[config.mk]
export PLATFORM = sky130hd
export DESIGN_NAME = sram_pair_reader_flat
export DESIGN_NICKNAME = d
export VERILOG_FILES = /design/src/rtl/fp_mac_pkg.sv /design/src/rtl/sram_pair_reader_if.sv /design/src/rtl/sram_rd_timer.sv /design/src/rtl/sram_pair_reader.sv /design/src/flat_wrapper.sv
export SDC_FILE = /design/constraint.sdc
export NUM_CORES = 1
export LEC_CHECK = 0
export BUFFER_PORTS_ARGS = -buffer_cell sky130_fd_sc_hd__clkbuf_2
export CAP_MARGIN = 25
export CELL_PAD_IN_SITES_DETAIL_PLACEMENT = 1
export CELL_PAD_IN_SITES_GLOBAL_PLACEMENT = 1
export CORE_AREA = 2 2 80 82
export DETAILED_ROUTE_END_ITERATION = 10
export DIE_AREA = 0 0 82 84
export PLACE_DENSITY = 0.83
export REMOVE_ABC_BUFFERS = 1
export SYNTH_ARGS = -nofsm -noshare
export SYNTH_HDL_FRONTEND = slang
export SYNTH_SLANG_ARGS = --single-unit
[constraint.sdc]
create_clock -name clk -period 1.5 [get_ports clk]
set_input_delay 0.3 -clock clk [delete_from_list [all_inputs] [get_ports clk]]
set_output_delay 0.3 -clock clk [all_outputs]
set_load 0.02 [all_outputs]
[src/rtl/fp_mac_pkg.sv]
// Shared types and constants for the FP MAC operand path: reader FSM states,
// default operand/SRAM geometry and the active-low SRAM control levels.
package fp_mac_pkg;

  localparam int unsigned DATA_W = 16;
  localparam int unsigned DEPTH  = 8;
  localparam int unsigned ADDR_W = 4;
  // Width of the presented pair index (covers DEPTH entries).
  localparam int unsigned IDX_W  = 3;

  localparam logic ASSERT_N   = 1'b0;
  localparam logic DEASSERT_N = 1'b1;

  typedef enum logic [2:0] {
    StIdle,
    StAccess,
    StWait,
    StOffer,
    StDone
  } rd_state_e;

endpackage

[src/rtl/sram_pair_reader_if.sv]
// Bus between the pair reader, the two operand SRAMs, the run controller and
// the downstream FP MAC consumer. master = reader side, slave = environment side.
interface sram_pair_reader_if #(
  parameter int unsigned DATA_W = fp_mac_pkg::DATA_W,
  parameter int unsigned ADDR_W = fp_mac_pkg::ADDR_W
);

  logic              start;
  logic              abort;
  logic              cs_a_n;
  logic              cs_b_n;
  logic              oe_a_n;
  logic              oe_b_n;
  logic              we_a_n;
  logic              we_b_n;
  logic [ADDR_W-1:0] addr;
  logic [DATA_W-1:0] data_a_in;
  logic [DATA_W-1:0] data_b_in;
  logic [DATA_W-1:0] op_a;
  logic [DATA_W-1:0] op_b;
  logic [2:0]        op_idx;
  logic              pair_valid;
  logic              pair_ready;
  logic              last;
  logic              busy;
  logic              done;

  modport master (
    input  start, abort, data_a_in, data_b_in, pair_ready,
    output cs_a_n, cs_b_n, oe_a_n, oe_b_n, we_a_n, we_b_n, addr,
           op_a, op_b, op_idx, pair_valid, last, busy, done
  );

  modport slave (
    output start, abort, data_a_in, data_b_in, pair_ready,
    input  cs_a_n, cs_b_n, oe_a_n, oe_b_n, we_a_n, we_b_n, addr,
           op_a, op_b, op_idx, pair_valid, last, busy, done
  );

endinterface

[src/rtl/sram_rd_timer.sv]
// Down-counter that stretches an SRAM read access by WAIT_CYCLES cycles.
// load presets the count; expire is high during the final wait cycle.
module sram_rd_timer #(
  parameter int unsigned WAIT_CYCLES = 2
) (
  input  logic clk,
  input  logic rst,
  input  logic load,
  input  logic dec,
  output logic expire
);

  localparam int unsigned CntW = (WAIT_CYCLES > 1) ? $clog2(WAIT_CYCLES + 1) : 1;

  logic [CntW-1:0] cnt_q, cnt_d;

  // Preset on load, otherwise count down once per wait cycle, saturating at zero.
  always_comb begin
    cnt_d = cnt_q;
    if (load) begin
      cnt_d = CntW'(WAIT_CYCLES);
    end else if (dec && (cnt_q != '0)) begin
      cnt_d = cnt_q - CntW'(1);
    end
  end

  // Count register.
  always_ff @(posedge clk or negedge rst) begin
    if (!rst) begin
      cnt_q <= '0;
    end else begin
      cnt_q <= cnt_d;
    end
  end

  assign expire = (cnt_q == CntW'(1));

endmodule

[src/rtl/sram_pair_reader.sv]
// Read-side sequencer for operand SRAMs A and B. After start it reads entries
// 0..DEPTH-1 of both SRAMs in lockstep and offers each captured pair to the
// FP MAC over pair_valid/pair_ready. Never writes the SRAMs.
// Optional: define SRAM_RD_WAIT_EN to stretch each access by WAIT_CYCLES cycles.
module sram_pair_reader #(
  parameter int unsigned DATA_W = fp_mac_pkg::DATA_W,
  parameter int unsigned DEPTH  = fp_mac_pkg::DEPTH,
  parameter int unsigned ADDR_W = fp_mac_pkg::ADDR_W
`ifdef SRAM_RD_WAIT_EN
  ,
  parameter int unsigned WAIT_CYCLES = 2
`endif
) (
  input logic                clk,
  input logic                rst,
  sram_pair_reader_if.master bus
);

  import fp_mac_pkg::*;

  rd_state_e         state_q, state_d;
  logic [ADDR_W-1:0] addr_q, addr_d;
  logic [DATA_W-1:0] op_a_q, op_b_q;
  logic [IDX_W-1:0]  op_idx_q;
  logic              capture;
  logic              last_idx;
  logic              sram_on;

`ifdef SRAM_RD_WAIT_EN
  logic tmr_load;
  logic tmr_dec;
  logic tmr_expire;

  sram_rd_timer #(
    .WAIT_CYCLES(WAIT_CYCLES)
  ) u_rd_timer (
    .clk   (clk),
    .rst   (rst),
    .load  (tmr_load),
    .dec   (tmr_dec),
    .expire(tmr_expire)
  );
`endif

  assign last_idx = (op_idx_q == IDX_W'(DEPTH - 1));

  // Next-state, address sequencing and capture strobe.
  always_comb begin
    state_d = state_q;
    addr_d  = addr_q;
    capture = 1'b0;
`ifdef SRAM_RD_WAIT_EN
    tmr_load = 1'b0;
    tmr_dec  = 1'b0;
`endif
    if (bus.abort && (state_q != StIdle)) begin
      // Abort beats everything, including a same-cycle acceptance.
      state_d = StIdle;
      addr_d  = '0;
    end else begin
      case (state_q)
        StIdle: begin
          if (bus.start) begin
            state_d = StAccess;
            addr_d  = '0;
          end
        end
        StAccess: begin
`ifdef SRAM_RD_WAIT_EN
          if (WAIT_CYCLES == 0) begin
            capture = 1'b1;
            state_d = StOffer;
          end else begin
            tmr_load = 1'b1;
            state_d  = StWait;
          end
`else
          capture = 1'b1;
          state_d = StOffer;
`endif
        end
        StWait: begin
`ifdef SRAM_RD_WAIT_EN
          tmr_dec = 1'b1;
          if (tmr_expire) begin
            capture = 1'b1;
            state_d = StOffer;
          end
`else
          state_d = StIdle;
          addr_d  = '0;
`endif
        end
        StOffer: begin
          if (bus.pair_ready) begin
            if (last_idx) begin
              state_d = StDone;
              addr_d  = '0;
            end else begin
              state_d = StAccess;
              addr_d  = addr_q + ADDR_W'(1);
            end
          end
        end
        StDone: begin
          state_d = StIdle;
          addr_d  = '0;
        end
        default: begin
          state_d = StIdle;
          addr_d  = '0;
        end
      endcase
    end
  end

  // State, address and captured operand registers.
  always_ff @(posedge clk or negedge rst) begin
    if (!rst) begin
      state_q  <= StIdle;
      addr_q   <= '0;
      op_a_q   <= '0;
      op_b_q   <= '0;
      op_idx_q <= '0;
    end else begin
      state_q <= state_d;
      addr_q  <= addr_d;
      if (capture) begin
        op_a_q   <= bus.data_a_in;
        op_b_q   <= bus.data_b_in;
        op_idx_q <= IDX_W'(addr_q);
      end
    end
  end

  assign sram_on = (state_q == StAccess) || (state_q == StWait);

  assign bus.cs_a_n     = sram_on ? ASSERT_N : DEASSERT_N;
  assign bus.cs_b_n     = sram_on ? ASSERT_N : DEASSERT_N;
  assign bus.oe_a_n     = sram_on ? ASSERT_N : DEASSERT_N;
  assign bus.oe_b_n     = sram_on ? ASSERT_N : DEASSERT_N;
  assign bus.we_a_n     = DEASSERT_N;
  assign bus.we_b_n     = DEASSERT_N;
  assign bus.addr       = addr_q;
  assign bus.op_a       = op_a_q;
  assign bus.op_b       = op_b_q;
  assign bus.op_idx     = op_idx_q;
  assign bus.pair_valid = (state_q == StOffer);
  assign bus.last       = (state_q == StOffer) && last_idx;
  assign bus.busy       = (state_q != StIdle);
  assign bus.done       = (state_q == StDone);

endmodule

[src/flat_wrapper.sv]
// flat-port wrapper written by rule: the top's interface ports become plain ports
module sram_pair_reader_flat import fp_mac_pkg::*;
#(
  parameter int unsigned DATA_W = fp_mac_pkg::DATA_W,
  parameter int unsigned DEPTH  = fp_mac_pkg::DEPTH,
  parameter int unsigned ADDR_W = fp_mac_pkg::ADDR_W

)
  (clk, rst, bus_start, bus_abort, bus_data_a_in, bus_data_b_in, bus_pair_ready, bus_cs_a_n, bus_cs_b_n, bus_oe_a_n, bus_oe_b_n, bus_we_a_n, bus_we_b_n, bus_addr, bus_op_a, bus_op_b, bus_op_idx, bus_pair_valid, bus_last, bus_busy, bus_done);
  sram_pair_reader_if #(.DATA_W(DATA_W), .ADDR_W(ADDR_W)) bus_i ();
  input logic clk;
  input logic rst;
  input wire logic [$bits(bus_i.start)-1:0] bus_start;
  input wire logic [$bits(bus_i.abort)-1:0] bus_abort;
  input wire logic [$bits(bus_i.data_a_in)-1:0] bus_data_a_in;
  input wire logic [$bits(bus_i.data_b_in)-1:0] bus_data_b_in;
  input wire logic [$bits(bus_i.pair_ready)-1:0] bus_pair_ready;
  output wire logic [$bits(bus_i.cs_a_n)-1:0] bus_cs_a_n;
  output wire logic [$bits(bus_i.cs_b_n)-1:0] bus_cs_b_n;
  output wire logic [$bits(bus_i.oe_a_n)-1:0] bus_oe_a_n;
  output wire logic [$bits(bus_i.oe_b_n)-1:0] bus_oe_b_n;
  output wire logic [$bits(bus_i.we_a_n)-1:0] bus_we_a_n;
  output wire logic [$bits(bus_i.we_b_n)-1:0] bus_we_b_n;
  output wire logic [$bits(bus_i.addr)-1:0] bus_addr;
  output wire logic [$bits(bus_i.op_a)-1:0] bus_op_a;
  output wire logic [$bits(bus_i.op_b)-1:0] bus_op_b;
  output wire logic [$bits(bus_i.op_idx)-1:0] bus_op_idx;
  output wire logic [$bits(bus_i.pair_valid)-1:0] bus_pair_valid;
  output wire logic [$bits(bus_i.last)-1:0] bus_last;
  output wire logic [$bits(bus_i.busy)-1:0] bus_busy;
  output wire logic [$bits(bus_i.done)-1:0] bus_done;
  assign bus_i.start = bus_start;
  assign bus_i.abort = bus_abort;
  assign bus_i.data_a_in = bus_data_a_in;
  assign bus_i.data_b_in = bus_data_b_in;
  assign bus_i.pair_ready = bus_pair_ready;
  assign bus_cs_a_n = bus_i.cs_a_n;
  assign bus_cs_b_n = bus_i.cs_b_n;
  assign bus_oe_a_n = bus_i.oe_a_n;
  assign bus_oe_b_n = bus_i.oe_b_n;
  assign bus_we_a_n = bus_i.we_a_n;
  assign bus_we_b_n = bus_i.we_b_n;
  assign bus_addr = bus_i.addr;
  assign bus_op_a = bus_i.op_a;
  assign bus_op_b = bus_i.op_b;
  assign bus_op_idx = bus_i.op_idx;
  assign bus_pair_valid = bus_i.pair_valid;
  assign bus_last = bus_i.last;
  assign bus_busy = bus_i.busy;
  assign bus_done = bus_i.done;
  sram_pair_reader #(.DATA_W(DATA_W), .DEPTH(DEPTH), .ADDR_W(ADDR_W)) u_core (.clk(clk), .rst(rst), .bus(bus_i));
endmodule
### After elaboration in Yosys (flattened, before gate mapping)

Cells that the tools add are included.

| cells by class | value |
|---|---|
| add/sub/neg operators | 1 |
| equal/unequal tests | 8 |
| mux-type cells | 13 |
| reduce and logical (&&, ||, !) cells | 7 |

Operators with widths:

| operator | number |
|---|---|
| $mux W4 | 4 |
| $mux W3 | 4 |
| $pmux W4 S3 | 1 |
| $pmux W3 S3 | 1 |
| $eq A3 B2 Y1 const B | 2 |
| $eq A3 B3 Y1 const B | 2 |
| $ne A3 B2 Y1 const B | 2 |
| $add A4 B1 Y4 const B | 1 |
| $eq A3 B1 Y1 const B | 1 |
| $logic_not A3 Y1 | 1 |
| $mux W1 | 3 |
| $reduce_and A3 Y1 | 1 |
| $reduce_bool A3 Y1 | 1 |
| $logic_and A1 B1 Y1 | 2 |
| $ne A2 B1 Y1 const B | 1 |
| $reduce_and A2 Y1 | 1 |
| $logic_or A1 B1 Y1 | 1 |

| storage, ports and cells | value |
|---|---|
| register bits | 42 |
| output and inout bits | 49 |
| word-level logic and storage cells | 34 |

### Logic depth before layout (Yosys ltp)

Gate-level depths: netlist (run 1).

| logic depth | value |
|---|---|
| depth after elaboration | 5 |
| depth in mapped cells | 5 |

### Worst setup path before layout (run 1)

OpenSTA, ideal clock, no wires.

| timing path | value |
|---|---|
| path kind | reg-to-reg |
| start point | reg u_core.state_q[1] |
| end point | reg u_core.op_a_q[0] (netlist: u_core.bus.op_a[0]) |
| setup time | 0.125 ns |
| arrival time | 1.336 ns |
| data required time | 1.375 ns |
| path slack | 0.039 ns |
| stages on the path, launching flop included | 5 |
| buffers on the path | 1 |
| cells stage by stage | dfrtp_1 > or2_4 > nor2_8 > buf_12 > mux2_4 |

| on the way | value |
|---|---|
| word-level cells in the longest chain between the ends | 3 |

Ends and longest elaborated chain:

| what | line | source |
|---|---|---|
| start, declared | sram_pair_reader.sv:21 | `rd_state_e state_q, state_d;` |
| start signal, assigned | sram_pair_reader.sv:120 | `state_q <= StIdle;` |
| start signal, assigned | sram_pair_reader.sv:126 | `state_q <= state_d;` |
| $eq A3 B1 Y1 or $reduce_bool A3 Y1 (tied branches) | sram_pair_reader.sv:61, sram_pair_reader.sv:56 |  |
| $mux W1 or $logic_and A1 B1 Y1 (tied branches) | sram_pair_reader.sv:61, sram_pair_reader.sv:56 |  |
| $mux W1 (*) | sram_pair_reader.sv:56 | `if (bus.abort && (state_q != StIdle)) begin` |
| end signal, assigned | sram_pair_reader.sv:129 | `op_a_q <= bus.data_a_in;` |
| end, declared | sram_pair_reader.sv:23 | `logic [DATA_W-1:0] op_a_q, op_b_q;` |

Mark *: on every way between the ends. The rest lies on a longest branch, timed or not.
A chain may end at the register's enable or synchronous reset.

### Worst setup path after layout (run 1)

| timing path | value |
|---|---|
| start point | reg u_core.state_q[1] |
| end point | out bus_busy |

| on the way | value |
|---|---|
| word-level cells in the longest chain between the ends | 1 |

Ends and longest elaborated chain:

| what | line | source |
|---|---|---|
| $reduce_bool A3 Y1 | sram_pair_reader.sv:150 | `assign bus.busy = (state_q != StIdle);` |
| end, declared | flat_wrapper.sv:30 | `output wire logic [$bits(bus_i.busy)-1:0] bus_busy;` |

Every way passes these cells.

==> results.yml, run 1 <==
global_route:
  met2_usage_pct: 22.3
  grt_busiest_layer: "met2"
  grt_pass1_wl_mm: 7.02
  met1_usage_pct: 16.6
  grt_pass1_vias: 1420
  grt_usage_pct: 13.4
  grt_antenna_before_repair: 0
  grtUsageMet3_pct: 4.11
  grt_max_degree: 28
  grt_overflow_total: 0
synth:
  synth_seq_cells: 42
  yosysWarnings: 0
  synth-edff-count: 0
  synth_top_cell_area_share_pct: 54.2
  synth_commonest_cells: "42 x dfrtp_1, 31 x mux2_4, 5 x buf_4, 5 x inv_1, 5 x mux2_2"
  synth-main-ff-cell: "dfrtp_1"
  seq_area_frac_synth_pct: 54.2
  synth_area_leaders: "dfrtp_1 54%, mux2_4 24%, buf_12 3.1%"
  synth_top_area_cell: "dfrtp_1"
  synth_area_per_cell_sq_um: 15.4
  async_flop_share_pct: 100
  yosysMostFrequentCell: "dfrtp_1"
  synth_cell_types: 29
  synthesis.area_sq_um: 1940
  syn_inst: 126
run:
  maxCapViolCount: 0
die:
  dieArea_sq_um: 6890
  die-width_um: 82
  std_cell_rows: 29
  pin_count: 86
  initial_core_util_pct: 31.8
  die_h_um: 84
  core_area_sq_um: 6100
setup_path:
  endpoint_kind: "output port"
  crit_arrival_ns: 1.36
  cp_max_fo: 5
  cp-start-kind: "register"
  required_ns: 1.20
  ff2ff_path_depth: 4
  r2r-end: "u_core.bus.op_idx[1]"
  critPathLaunch: "u_core.state_q[1]"
  r2r-start: "u_core.state_q[2]"
  reg2reg_slack_ns: -0.10
  path_class: "register to output port"
placement:
  hpwl_mm: 3.44
  port_buffers: 83
  gp_congestion: 0.721
  pre_cts_ws_ns: -0.0132
detailed_routing:
  antenna_left: 0
  post-route-drc-count: 0
  first_pass_iters: 4
  dr.first_iter.drc_count: 21
  wirelength_mm: 4.91
  via_per_inst: 4.52
  wire_per_inst_um: 16.3
  vias: 1364
layout:
  drive_above_1_share_pct: 66.7
  n_antenna_cell: 0
  nets: 262
  fillCellCount: 667
  area_delta_synth_final_pct: 43.3
cts:
  cts_tree: "built"
  clockBufferDepth: 2
  cts_buffers: 5
  cts.clk_slew.worst_paths_ns: 0.08
  insertion_delay_ns: 0.29
  cts_root_buf: "clkbuf_8"
  cts-htree-levels: 2
  clock_sinks: 42
min_path:
  hold_class: "primary input to register"
  min_from: "bus_data_a_in[15]"
  hold_path_end: "u_core.bus.op_a[15]"
  min_path_cells: 2
timing:
  fin_crit_sh_pct: 111
  final_max_slew_viol_count: 0
  grt_setup_unrepaired: "true"
  finalCriticalPeriod_ns: 1.66
  clock_skew_ns: 0.00331
  fmax_mhz: 603
  hold_viol_final: 0
  setup_viol: 44
  setup_slack_ns: -0.158
pwr:
  p_leak_nw: 1.40
  ir_drop_mv: 0.943
  power_w: 0.00625
  power_density_nw_per_um2: 2250
status:
  violations: "setup timing"
  status: "finished with violations"
final cells by class:
type	instances	area, sq um	area share (%)
timing repair buffer	99	689	24.8
clock buffer	6	72.6	2.61
sequential	42	1050	37.9
tap	77	96.3	3.47
multi-input combinational	71	810	29.2
inverter	5	18.8	0.676
clock inverter	2	37.5	1.35
power by group:
group	internal [W]	switching, W	total (W)
Clock	0.000497	0.000382	0.000879
Combinational	0.00175	0.00166	0.00341
Sequential	0.00163	0.000330	0.00196
Total	0.00388	0.00237	0.00625
cells in the final DEF (no fill, tap or decap), types with 2 or more instances in the layout:
| master | n |
|---|---|
| a21oi_1 | 3 |
| buf_12 | 3 |
| buf_2 | 2 |
| buf_4 | 8 |
| buf_6 | 4 |
| clkbuf_16 | 4 |
| clkbuf_2 | 75 |
| clkbuf_8 | 6 |
| conb_1 | 2 |
| dfrtp_1 | 41 |
| inv_1 | 5 |
| mux2_4 | 36 |
| nand2_1 | 4 |
| nand2b_1 | 4 |
| nand3_1 | 2 |
| nor2_1 | 2 |
logic make-up after synthesis:
family	count (synthesis)	synth area share, %
DFF	42	54.2
muxes	36	26.9
and+or+nand+nor	21	7.23
buffers and inverters	14	6.26
AOI/OAI and AO/OA	10	4.07
adders and majority gates	1	0.645
other	1	0.193
xor gates and xnor gates	1	0.452
flip-flops by register name, indices dropped and copies added (netlist names):
register	cells
u_core.bus.op_a	16
u_core.bus.op_b	16
u_core.bus.addr	4
u_core.bus.op_idx	3
u_core.state_q	3
worst max-delay path by stage:
stage	to	slack (ns)	depth (start not counted)
after floorplan	u_core.bus.op_b[11]	-0.22	3
after detailed placement	u_core.bus.op_b[13]	-0.01	5
after global routing	bus_busy	-0.20	3
final	bus_busy	-0.16	3
after global placement	u_core.bus.op_b[13]	0.02	5
after CTS	bus_busy	-0.18	3
routing by layer:
metal,wire length (um),part of all wire (%),vias up
li1,-,-,624
met1,2010,41,679
met2,2480,50,55
met3,376,7.7,6
met4,48,0.98,0
met5,0,0,-
through the flow:
stage	std cells	hold WS (ns)	util, %	cell area (sq um)	setup TNS, ns
floorplan	118	0.00441	-	1840	-6.17
global placement	286	0.260	40.2	2450	0
detailed placement	286	0.262	40.2	2450	-0.0132
CTS	297	0.221	43.5	2650	-1.23
global route	302	0.225	45.5	2780	-5.98
finish	302	0.235	45.5	2780	-3.54
critical path: stages, from the launching register on:
cell and delay [ns]:
dfrtp_1 0.40, buf_6 0.14, or3_4 0.39, buf_8 0.14
repair_timing:
item                       4_1_cts  5_1_grt
hold endpoints to repair        15        0
cloned                           1        3
resized for setup               14       19
setup buffers                    1        2
setup endpoints to repair       11       43
hold buffers                     1        0
pin swaps                        4        7
Note: power is estimated with default switching activity, not from simulation.
==> run 2: changes to the inputs <==
- CAP_MARGIN: 25 -> not set
- SKIP_CTS_REPAIR_TIMING: not set -> 1
==> run 2 against run 1 <==
  * The flow still finishes with violations (setup timing)
  * Global-route usage is 0.40 points lower
  * Critical path depth stayed put
  * Clock power about the same
  * Worst setup slack improved by 0.010 ns
  * Clock-buffer cell count did not move
  * Register-to-register slack about the same
  * Highest routed layer unchanged
==> results.yml, run 2 (synthesis gave the netlist of run 1 again) <==
status:
  status: "finished with violations"
  violations: "setup timing"
layout:
  nets: 260
  multi_input_area_sq_um: 807
  drive_above_1_share_pct: 65.9
  area_delta_synth_final_pct: 41.3
  final_common_cell: "clkbuf_2"
  design_area_sq_um: 2740
  final_cell_mix: "75 x clkbuf_2, 41 x dfrtp_1, 36 x mux2_4"
  seq_area_sq_um: 1050
  fillCellCount: 667
  n_antenna_cell: 0
  layoutNonFillerInstCount: 300
detailed_routing:
  first_pass_iters: 4
  wirelength_mm: 4.79
  via_per_inst: 4.55
  antenna_left: 0
  wire_per_inst_um: 16.0
  dr.first_iter.drc_count: 38
  vias: 1366
  post-route-drc-count: 0
cts:
  cts_tree: "built"
  cts_buffers: 5
  clock_sinks: 42
  cts-htree-levels: 2
  cts.clk_slew.worst_paths_ns: 0.08
  clockBufferDepth: 2
  cts_root_buf: "clkbuf_8"
  insertion_delay_ns: 0.29
die:
  die-width_um: 82
  std_cell_rows: 29
  dieArea_sq_um: 6890
  initial_core_util_pct: 31.8
  pin_count: 86
  core_area_sq_um: 6100
  die_h_um: 84
placement:
  port_buffers: 83
  dp_cells: 286
  gp_congestion: 0.721
  hpwl_mm: 3.44
  placedInstanceArea_sq_um: 2450
setup_path:
  worstPathCellList: "buf_6 -> or3_4 -> buf_6"
  crit_arrival_ns: 1.35
  crit_path_frequent_cell: "buf_6"
  crit_family: "flip-flops"
  required_ns: 1.20
  cp_max_fo: 5
  path_buf_inv: 2
  cp_slowest_stage_delay_ns: 0.40
  path_class: "register to output port"
  cp_slowest_cell: "dfrtp_1"
  cp-start-kind: "register"
  endpoint_kind: "output port"
pwr:
  power.share.sequential_pct: 31.7
  power_w: 0.00616
  power.share.clock_pct: 14.3
  combPwrFrac_pct: 54.0
  ir_drop_mv: 0.914
  switchingPower_w: 0.00234
  power_density_nw_per_um2: 2250
  p_sw_share_pct: 38.0
  power.internal_w: 0.00382
  p_leak_nw: 1.39
global_route:
  grt_max_degree: 28
  grt_usage_pct: 13.0
  grt_pass1_vias: 1383
  grt_overflow_total: 0
  grt_pass1_wl_mm: 6.83
  grt_antenna_before_repair: 0
timing:
  hold_viol_final: 0
  hold_slack_ns: 0.232
  clock_skew_ns: 0.00298
  fin_crit_sh_pct: 110
  setup_viol: 43
  final_max_slew_viol_count: 0
  fmax_mhz: 607
  grt_setup_unrepaired: "true"
  finalCriticalPeriod_ns: 1.65
  setup_slack_ns: -0.148
min_path:
  hold_class: "primary input to register"
run:
  maxCapViolCount: 0
==> run 2: cell types whose count changed in the layout (fill, tap and decap cells not counted), sizes merged <==
| cell | change |
|---|---|
| clkbuf | -2 |
==> run 2: cell type report <==
class / instances / area share [%]
Multi-Input combinational cell: 71 / 29.5
Tap cell: 77 / 3.52
Inverter: 5 / 0.685
Timing Repair Buffer: 97 / 23.9
Clock inverter: 2 / 1.37
Sequential cell: 42 / 38.4
Clock buffer: 6 / 2.65
==> run 2: power groups by stage <==
stage                     clock network (W)  registers, W  logic (W)
after floorplan                           0       0.00252    0.00135
after global placement                    0       0.00195    0.00287
after detailed placement                  0       0.00197    0.00295
after CTS                          0.000924       0.00196    0.00296
after global routing               0.000963       0.00202    0.00353
final                              0.000878       0.00195    0.00333
==> run 2: worst register-to-register path, cell delays in order (launching register included) <==
cell and delay, ns:
dfrtp_1 0.43, or2_4 0.31, nor2_8 0.23, clkbuf_16 0.21, mux2_4 0.30
==> run 2: through the flow <==
stage	setup WS, ns	setup TNS [ns]	utilization (%)
after floorplan	-0.221	-6.17	-
after global placement	0.0182	0	40.2
after detailed placement	-0.0132	-0.0132	40.2
after CTS	-0.246	-1.50	42.0
after global routing	-0.200	-5.34	44.9
final	-0.148	-2.96	44.9
==> run 2: path summary, 6_finish.rpt <==
path                                          from                  to  slack [ns]  cells past startpoint
worst min register to register  u_core.bus.op_b[4]  u_core.bus.op_b[4]        0.51                      1
worst max register to register   u_core.state_q[2]  u_core.bus.op_b[5]       -0.09                      4
max in group asynchronous                      rst  u_core.bus.op_a[0]        0.53                      3
worst max-delay path             u_core.state_q[1]            bus_busy       -0.15                      3
min in group asynchronous                      rst  u_core.bus.op_b[4]        0.48                      2
worst min-delay path              bus_data_b_in[4]  u_core.bus.op_b[4]        0.23                      2
==> run 2: routing by layer <==
| layer | wire length (um) | track usage [%] |
|---|---|---|
| met2 | 2400 | 21.1 |
| met1 | 1980 | 16.8 |
| met5 | 0 | 0 |
| met3 | 351 | 3.79 |
| met4 | 53 | 3.64 |
